`src/rtl/fifo_drain_serializer.sv`:
```
// Purpose     : drains a DATA_W-bit FIFO one word at a time and serialises each word into BYTE_W-bit beats.
// Latency     : beat 0 appears 2 cycles after the pop pulse; one word per NBYTES+2 cycles when out_ready stays high.
// Backpressure: out_ready low freezes out_data/out_last; no new pop is issued until the current word's last beat is accepted.
//
// Ports:
//   clk, reset      - rising-edge clock; asynchronous active-low reset
//   fifo_empty      - upstream FIFO empty flag (looked at only while idle)
//   fifo_out        - FIFO read data, valid the cycle after pop was sampled
//   pop             - one-cycle pop request
//   out_data        - current beat
//   out_valid       - beat valid
//   out_ready       - downstream accepts the beat
//   out_last        - final beat of a word
//   busy            - engine is not idle
//   word_count      - words fully transmitted, wraps
//
// Build option: define SER_MSB_FIRST_EN to send the most-significant byte first
// (default is least-significant byte first). Ports and timing are unchanged.
module fifo_drain_serializer #(
    parameter int DATA_W = 32,
    parameter int BYTE_W = 8,
    parameter int CNT_W  = 16
) (
    input  logic              clk,
    input  logic              reset,
    input  logic              fifo_empty,
    input  logic [DATA_W-1:0] fifo_out,
    output logic              pop,
    output logic [BYTE_W-1:0] out_data,
    output logic              out_valid,
    input  logic              out_ready,
    output logic              out_last,
    output logic              busy,
    output logic [CNT_W-1:0]  word_count
);

    localparam int NBYTES = DATA_W / BYTE_W;
    localparam int IDX_W  = (NBYTES > 1) ? $clog2(NBYTES) : 1;
    localparam logic [IDX_W-1:0] LAST_IDX = IDX_W'(NBYTES - 1);

    generate
        if ((DATA_W % BYTE_W) != 0 || NBYTES < 1) begin : g_bad_width
            $error("fifo_drain_serializer: DATA_W must be a non-zero multiple of BYTE_W");
        end
    endgenerate

    typedef enum logic [1:0] {
        S_IDLE    = 2'd0,
        S_CAPTURE = 2'd1,
        S_SEND    = 2'd2
    } state_t;

    state_t            state;
    state_t            state_nxt;
    logic [IDX_W-1:0]  idx;
    logic [IDX_W-1:0]  idx_nxt;
    logic [DATA_W-1:0] shreg;
    logic              load;
    logic              word_done;
    logic [IDX_W-1:0]  sel;

    // Beat order only changes which byte lane a given beat index selects.
`ifdef SER_MSB_FIRST_EN
    assign sel = LAST_IDX - idx;
`else
    assign sel = idx;
`endif

    always_ff @(posedge clk or negedge reset) begin
        if (!reset) begin
            state      <= S_IDLE;
            idx        <= '0;
            shreg      <= '0;
            word_count <= '0;
        end else begin
            state <= state_nxt;
            idx   <= idx_nxt;
            if (load) begin
                shreg <= fifo_out;
            end
            if (word_done) begin
                word_count <= word_count + 1'b1;
            end
        end
    end

    always_comb begin
        state_nxt = state;
        idx_nxt   = idx;
        pop       = 1'b0;
        out_valid = 1'b0;
        out_last  = 1'b0;
        out_data  = '0;
        load      = 1'b0;
        word_done = 1'b0;
        unique case (state)
            S_IDLE: begin
                // Qualified with reset so no word is popped (and lost) while
                // the engine is held in reset with a non-empty FIFO.
                pop = !fifo_empty && reset;
                if (!fifo_empty) begin
                    state_nxt = S_CAPTURE;
                end
            end
            S_CAPTURE: begin
                // fifo_out carries the popped word during this cycle.
                load      = 1'b1;
                idx_nxt   = '0;
                state_nxt = S_SEND;
            end
            S_SEND: begin
                out_valid = 1'b1;
                out_data  = shreg[sel*BYTE_W +: BYTE_W];
                out_last  = (idx == LAST_IDX);
                if (out_ready) begin
                    if (idx == LAST_IDX) begin
                        word_done = 1'b1;
                        state_nxt = S_IDLE;
                    end else begin
                        idx_nxt = idx + 1'b1;
                    end
                end
            end
            default: begin
                state_nxt = S_IDLE;
            end
        endcase
    end

    assign busy = (state != S_IDLE);

endmodule

```
`config.mk`:
```
export PLATFORM = sky130hd
export DESIGN_NAME = fifo_drain_serializer
export DESIGN_NICKNAME = d
export VERILOG_FILES = /design/src/rtl/fifo_drain_serializer.sv
export SDC_FILE = /design/constraint.sdc
export NUM_CORES = 1
export LEC_CHECK = 0
export ABC_AREA = 1
export BUFFER_PORTS_ARGS = -buffer_cell sky130_fd_sc_hd__buf_2
export CAP_MARGIN = 20
export CORE_MARGIN = 2
export CORE_UTILIZATION = 45
export CTS_CLUSTER_DIAMETER = 100
export DETAILED_ROUTE_END_ITERATION = 10
export GPL_TIMING_DRIVEN = 0
export PLACE_DENSITY = 0.76
export SETUP_SLACK_MARGIN = 0.05
export SLEW_MARGIN = 10
export SYNTH_ARGS = -nofsm -noshare
export SYNTH_HDL_FRONTEND = slang
export SYNTH_SLANG_ARGS = --single-unit
```
`constraint.sdc`:
```
create_clock -name clk -period 2.6 [get_ports clk]
set_input_delay 0.52 -clock clk [delete_from_list [all_inputs] [get_ports clk]]
set_output_delay 0.52 -clock clk [all_outputs]
set_load 0.01 [all_outputs]
```
==> results of run 1 <==
-- power by group --
| part | internal, uW | total [uW] | switching, uW |
|---|---|---|---|
| sequential | 1100 | 1260 | 158 |
| combinational | 540 | 1100 | 564 |
| clock | 194 | 477 | 284 |
| total | 1830 | 2840 | 1010 |
-- placed cells by master, fill, tap and decap left out, types with 2 or more instances in the layout --
cell                        n
sky130_fd_sc_hd__dfrtp_1   52
sky130_fd_sc_hd__clkbuf_8   5
sky130_fd_sc_hd__inv_1     17
sky130_fd_sc_hd__mux2_2    32
sky130_fd_sc_hd__nor3_1     2
sky130_fd_sc_hd__nand2_2    4
sky130_fd_sc_hd__buf_2     65
sky130_fd_sc_hd__inv_2      2
sky130_fd_sc_hd__xnor2_1    4
sky130_fd_sc_hd__ha_1       2
sky130_fd_sc_hd__nand3_1   10
sky130_fd_sc_hd__nand4_1    6
sky130_fd_sc_hd__o21ai_1    2
sky130_fd_sc_hd__a21oi_1    8
sky130_fd_sc_hd__buf_6      4
sky130_fd_sc_hd__xor2_1     3
sky130_fd_sc_hd__nor2_4     4
sky130_fd_sc_hd__buf_4      3
sky130_fd_sc_hd__nand2_1   48
sky130_fd_sc_hd__nor2_1    46
sky130_fd_sc_hd__o21ai_0   19
-- flip-flops by register name, indices dropped and copies added, names as in the netlist --
name	count
idx	2
shreg	32
state	2
word_count	16
-- logic make-up after synthesis --
kind of cell / count (synthesis)
multiplexers: 32
flip-flops: 52
buffers and inverters: 29
AND/OR/NAND/NOR: 124
adder cells (fa/ha/maj): 2
AO/OA/AOI/OAI: 29
XOR/XNOR: 8
-- metrics by stage --
step	setup slack [ns]	instances	total power (uW)	instance area [um2]
4_1_cts	0.291	420	2870	3140
2_1_floorplan	0.975	276	2040	2630
3_3_place_gp	0.219	411	2340	3030
3_5_place_dp	0.383	412	2390	3050
6_report	0.295	420	2840	3140
5_1_grt	0.187	420	3060	3140
-- layer usage --
metal | up-vias | part of all wire (%)
met5 | - | 0
met4 | 0 | 1.2
met1 | 1030 | 40
met3 | 10 | 6.1
li1 | 1041 | -
met2 | 61 | 53
-- worst max path at each step --
| stage | to | cells after the start | slack [ns] |
|---|---|---|---|
| after CTS | out_data[3] | 6 | 0.29 |
| after global routing | out_data[3] | 6 | 0.19 |
| final | out_data[3] | 6 | 0.30 |
| after global placement | pop | 3 | 0.22 |
| after detailed placement | pop | 4 | 0.38 |
| after floorplan | out_data[6] | 5 | 0.98 |
-- cell type report --
| type | count | area, um2 | area share (%) |
|---|---|---|---|
| sequential | 52 | 1300 | 41.4 |
| multi-input combinational | 195 | 1170 | 37.3 |
| timing repair buffer | 64 | 335 | 10.7 |
| tap | 72 | 90.1 | 2.87 |
| buffer | 9 | 77.6 | 2.47 |
| inverter | 20 | 75.1 | 2.39 |
| clock buffer | 5 | 68.8 | 2.19 |
| clock inverter | 3 | 22.5 | 0.717 |
-- critical path, stage by stage (launching register included) --
cell and delay [ns]:
sky130_fd_sc_hd__dfrtp_1 0.40, sky130_fd_sc_hd__buf_2 0.18, sky130_fd_sc_hd__inv_1 0.21, sky130_fd_sc_hd__buf_4 0.22, sky130_fd_sc_hd__o21ai_0 0.14, sky130_fd_sc_hd__a21oi_1 0.18, sky130_fd_sc_hd__buf_2 0.15
==> out/results.ini, run 1 <==
[clocking]
worstSkewPairLatency_ns = 0.31
number_of_buffers_added_for_setup_after_cts = 0
tritoncts = yes
clk_transition_reported_paths_ns = 0.10
cts-root-to-sink-buffers = 2
cts-root-buf = sky130_fd_sc_hd__clkbuf_8
tritoncts.num_buffers = 5
post_cts_resized = 0
h_tree_depth = 2
cts-hold-fix-buffers = 0
number_of_sinks_on_the_clock_net = 52

[yosys]
postSynthAreaPerCell_um2 = 9.51
yosysSeqAreaShare_pct = 49.6
synthesis.instances = 276
asr_flop_ratio_synth_pct = 100
largest_area_contributor_in_the_synthesized_netlist = sky130_fd_sc_hd__dfrtp_1
synth-warning-count = 0
main_combinational_cell_family_by_area_after_synthesis = simple AND/OR/NAND/NOR gates
synth_simple_gate_area_share_pct = 21.4
synth.most_common_cell = sky130_fd_sc_hd__dfrtp_1
synth_xor_xnor_area_share_pct = 2.96
synth-compound-area-share_pct = 5.53
synth_top_area_share_pct = 49.6
synth.net_count = 314
synth_register_bits = 52
mappedNetlistArea_mm2 = 0.00263
ys.flop_type = sky130_fd_sc_hd__dfrtp_1
post_synth_main_area_contributors = sky130_fd_sc_hd__dfrtp_1, sky130_fd_sc_hd__mux2_2, sky130_fd_sc_hd__nand2_1, sky130_fd_sc_hd__nor2_1, sky130_fd_sc_hd__o21ai_0
post_synth_most_frequent_cells = sky130_fd_sc_hd__dfrtp_1, sky130_fd_sc_hd__nand2_1, sky130_fd_sc_hd__nor2_1
synthDistinctLibCells = 26
synth-edff-count = 0
yosys.area_share.adder_pct = 0.953
synth.mux.area_fraction_pct = 13.7

[cells_and_area]
layout-drive-gt1-share_pct = 36.5
num-nets-final = 385
flow.area_growth_from_synthesis_pct = 19.7
ant_cells = 0
fill_cells = 537
finalCoreUtilization_pct = 56.4

[timing]
grt_setup_unrepaired = false
timing.final.crit_period_ns = 2.30
hold_ws_ns = 0.218
timing_hold_violations_final = 0
final.period_utilization_pct = 88.6
worst_slew_margin_rel_pct = 58.2
worst-slew-pin-transition_ns = 0.626
finalSetupViolations = 0
achievable-frequency_ghz = 0.434
maxSlewViolCount = 0
timing.setup.tns_ns = 0
fin_skew_ns = 0.00342

[critical_path]
reg2reg_setup_slack_ns = 1.15
cp_max_fo = 10
crit_path_from = idx[0]
timing.reg2reg.worst_path_depth = 8
path_class = flop to primary output
startpoint_of_the_lowest_slack_register_to_register_path = word_count[0]
timing.critical_path.required_ns = 2.08
r2r_end = word_count[14]
crit_path_start_kind = flop
arrival_ns = 1.78
worstSetupEndpointType = primary output

[routing]
vias = 2142
detail_route.first_pass.iterations = 5
wire_per_inst_um = 13.5
initial_drc_count = 93
totalWireLength_um = 5650
vias_per_cell = 5.10
postRouteAntennaNets = 0
drcViolationCount = 0

[placed_design]
buffer_ports.inserted = 63
gpl.final_weighted_congestion = 0.843
dpl.hpwl_um = 4350

[floorplan]
core_region_area_mm2 = 0.00557
floorplan.rows = 27
num_io_pins = 64
floorplan.die.height_um = 80.4
die_w_um = 80.4
initial_util_pct = 47.1
dieArea_mm2 = 0.00646

[global_routing]
grt_pass1_vias = 2108
grtUsageMet3_pct = 4.94
grt_max_degree = 28
globalRouteMet2Util_pct = 34.3
grt_busiest_layer = met2
grtUsageMet1_pct = 22.7
grt_antenna_before_repair = 0
groute.usage.overall_pct = 19.1
grt_first_pass_wirelength_um = 9470
globalRoute.totalOverflow = 0

[power]
pwr_density_cell_mw_per_mm2 = 903
p_leak_uw = 0.00155
irDropWorstVdd_mv = 0.580

[run_status]
status = completed

[min_path]
min-delay-path-class = input pin to asynchronous set/reset pin

[job]
drv.max_cap_violation_count = 0

(Power assumes the default switching activity.)
==> run 2: changes to the inputs <==
--- a/config.mk
+++ b/config.mk
@@ -9,11 +9,12 @@
 export BUFFER_PORTS_ARGS = -buffer_cell sky130_fd_sc_hd__buf_2
 export CAP_MARGIN = 20
 export CORE_MARGIN = 2
-export CORE_UTILIZATION = 45
+export CORE_UTILIZATION = 25
+export CTS_BUF_LIST = sky130_fd_sc_hd__clkbuf_2
 export CTS_CLUSTER_DIAMETER = 100
 export DETAILED_ROUTE_END_ITERATION = 10
 export GPL_TIMING_DRIVEN = 0
-export PLACE_DENSITY = 0.76
+export PLACE_DENSITY = 0.5
 export SETUP_SLACK_MARGIN = 0.05
 export SLEW_MARGIN = 10
 export SYNTH_ARGS = -nofsm -noshare
==> run 2 against run 1 <==
Compared with the run above:
- maximum frequency fell by 2.0%
- flip-flop and latch count did not move
- design area rose by 2.3%
- combinational power rose by 5%
- clock skew rose by 0.022 ns
- setup slack got worse by 0.047 ns
- sequential power barely moved
- register-to-register slack improved by 0.02 ns
- via count fell by 2.3%
- total power fell by 3.2%
==> out/results.ini, run 2 (same netlist as run 1, synthesis figures left out) <==
[run_status]
status = completed

[clocking]
tritoncts.num_buffers = 5  ; unchanged
clk_transition_reported_paths_ns = 0.27  ; +0.17 ns
cts-root-to-sink-buffers = 2  ; unchanged
cts-root-buf = sky130_fd_sc_hd__clkbuf_2
h_tree_depth = 2  ; unchanged
worstSkewPairLatency_ns = 0.45  ; +0.14 ns
number_of_sinks_on_the_clock_net = 52  ; unchanged
tritoncts = yes

[critical_path]
cp_max_fo = 10  ; unchanged
startpoint_of_the_lowest_slack_register_to_register_path = word_count[0]
crit_path_from = idx[0]
worstSetupEndpointType = primary output
arrival_ns = 1.83  ; +0.05 ns
timing.critical_path.required_ns = 2.08  ; about the same
crit_path_start_kind = flop
path_class = flop to primary output

[cells_and_area]
final_cells = 488  ; +16%
final_cell_area_mm2 = 0.00321  ; +2.3%
finalCoreUtilization_pct = 31.3  ; -25 points
reg_top3 = shreg: 32 flops, word_count: 16 flops
commonest_cells_after_routing_fill_and_taps_aside = sky130_fd_sc_hd__buf_2, sky130_fd_sc_hd__dfrtp_1, sky130_fd_sc_hd__nand2_1, sky130_fd_sc_hd__nor2_1, sky130_fd_sc_hd__mux2_2
num-nets-final = 388  ; +0.78%
layout-drive-gt1-share_pct = 37.3  ; +0.83 points
registers.top_by_ff_count = shreg
regArea_mm2 = 0.00130  ; unchanged
largest_register_ff_count = 32  ; unchanged
fill_cells = 1110  ; +110%
mostFrequentLayoutCell = sky130_fd_sc_hd__buf_2
flow.area_growth_from_synthesis_pct = 22.4
footprint_of_the_multi_input_gates_mm2 = 0.00117  ; unchanged

[placed_design]
placedCellCount = 476  ; +16%
dpl.hpwl_um = 4710  ; +8.2%
gpl.final_weighted_congestion = 0.789  ; -6.4%
buffer_ports.inserted = 63  ; unchanged
place_area_mm2 = 0.00313  ; +2.6%

[floorplan]
floorplan.die.height_um = 106  ; +32%
die_w_um = 106  ; +32%
dieArea_mm2 = 0.0113  ; +75%
initial_util_pct = 25.5  ; -22 points
num_io_pins = 64  ; unchanged
floorplan.rows = 37  ; +37%
core_region_area_mm2 = 0.0103  ; +84%

[routing]
totalWireLength_um = 6300  ; +12%
detail_route.first_pass.iterations = 4  ; -1
vias = 2093  ; -2.3%
wire_per_inst_um = 12.9  ; -4.0%
vias_per_cell = 4.29  ; -16%
initial_drc_count = 44  ; -53%
postRouteAntennaNets = 0  ; unchanged
drcViolationCount = 0  ; unchanged

[job]
drv.max_cap_violation_count = 0  ; unchanged

[global_routing]
grt_first_pass_wirelength_um = 10600  ; +12%
grt_antenna_before_repair = 0  ; unchanged
globalRoute.totalOverflow = 0  ; unchanged
grt_pass1_vias = 2131  ; +1.1%
groute.usage.overall_pct = 11.8  ; -7.3 points
grt_max_degree = 34  ; +21%

[timing]
grt_setup_unrepaired = false
hold_ws_ns = 0.214  ; -0.00324 ns
achievable-frequency_ghz = 0.425  ; -2.0%
timing.setup.tns_ns = 0  ; unchanged
timing.final.crit_period_ns = 2.35  ; +0.0467 ns
maxSlewViolCount = 0  ; unchanged
final.period_utilization_pct = 90.4  ; +1.8 points
worst_slew_margin_rel_pct = 74.7  ; +16 points
finalSetupViolations = 0  ; unchanged
fin_skew_ns = 0.0250  ; +0.0215 ns
worst-slew-pin-transition_ns = 0.376  ; -0.251 ns
timing_hold_violations_final = 0  ; unchanged

[power]
irDropWorstVdd_mv = 0.345  ; -41%
p_leak_uw = 0.00154  ; -0.82%
pwr_density_cell_mw_per_mm2 = 854  ; -5.4%

[min_path]
min-delay-path-class = input pin to flop
worstHoldStart = fifo_empty

==> run 2: cell count changes in the layout (fill, tap and decap cells not counted), moves of 2 or more <==
| cell | change |
|---|---|
| sky130_fd_sc_hd__o21ai_0 | -2 |
| sky130_fd_sc_hd__clkinvlp_4 | +3 |
| sky130_fd_sc_hd__clkbuf_2 | +6 |
| sky130_fd_sc_hd__o21ai_1 | +2 |
| sky130_fd_sc_hd__clkbuf_8 | -5 |
| sky130_fd_sc_hd__clkbuf_4 | +2 |
| sky130_fd_sc_hd__buf_2 | -2 |
==> run 2: worst max-delay path, cell delays in order (launching register included) <==
cell	delay, ns
sky130_fd_sc_hd__dfrtp_1	0.41
sky130_fd_sc_hd__clkbuf_4	0.20
sky130_fd_sc_hd__clkinvlp_4	0.15
sky130_fd_sc_hd__buf_4	0.19
sky130_fd_sc_hd__o21ai_0	0.20
sky130_fd_sc_hd__a21oi_1	0.10
sky130_fd_sc_hd__buf_2	0.14
==> run 2: report_power, final <==
group          internal (uW)  switching, uW  leakage, uW
sequential              1100            154     0.000643
clock                   72.0            274    0.0000292
combinational            556            595     0.000865
==> run 2: worst paths after layout <==
check                      depth (start not counted)        endpoint  slack (ns)
hold reg to reg                                    1       shreg[29]        0.54
setup / recovery                                   6     out_data[6]        0.25
max in group asynchronous                          3        shreg[3]        1.63
hold / removal                                     2        state[0]        0.21
min in group asynchronous                          2   word_count[0]        0.49
setup reg to reg                                   8  word_count[14]        1.17
==> run 2: area by class of cell <==
cell class / count / share of cell area [%]
clock inverter: 2 / 0.506
antenna: 1 / 0.0779
clock buffer: 6 / 0.934
timing repair inverter: 1 / 0.156
sequential: 52 / 40.5
timing repair buffer: 66 / 11.1
buffer: 9 / 2.49
inverter: 20 / 2.57
multi-input combinational: 195 / 36.4
tap: 136 / 5.29
==> run 2: per-stage QoR <==
step,worst slack [ns],power (uW)
after floorplan,0.975,2040
after CTS,0.0567,2770
after global placement,0.117,2390
final,0.249,2750
after detailed placement,0.601,2420
after global routing,0.0516,3000
==> run 2: repair_timing <==
item,4_1_cts,5_1_grt
hold endpoints to repair,12,0
setup endpoints to repair,0,8
buffers inserted,0,1
resized for setup,0,6
hold buffers,1,0
==> run 2: layer usage <==
| metal | GRT usage, % | routed length [um] | up-vias |
|---|---|---|---|
| met1 | 15.1 | 2920 | 985 |
| met5 | 0 | 0 | - |
| met2 | 19.5 | 2910 | 54 |
| li1 | - | - | 1048 |
| met4 | 2.23 | 40 | 0 |
| met3 | 4.11 | 429 | 6 |
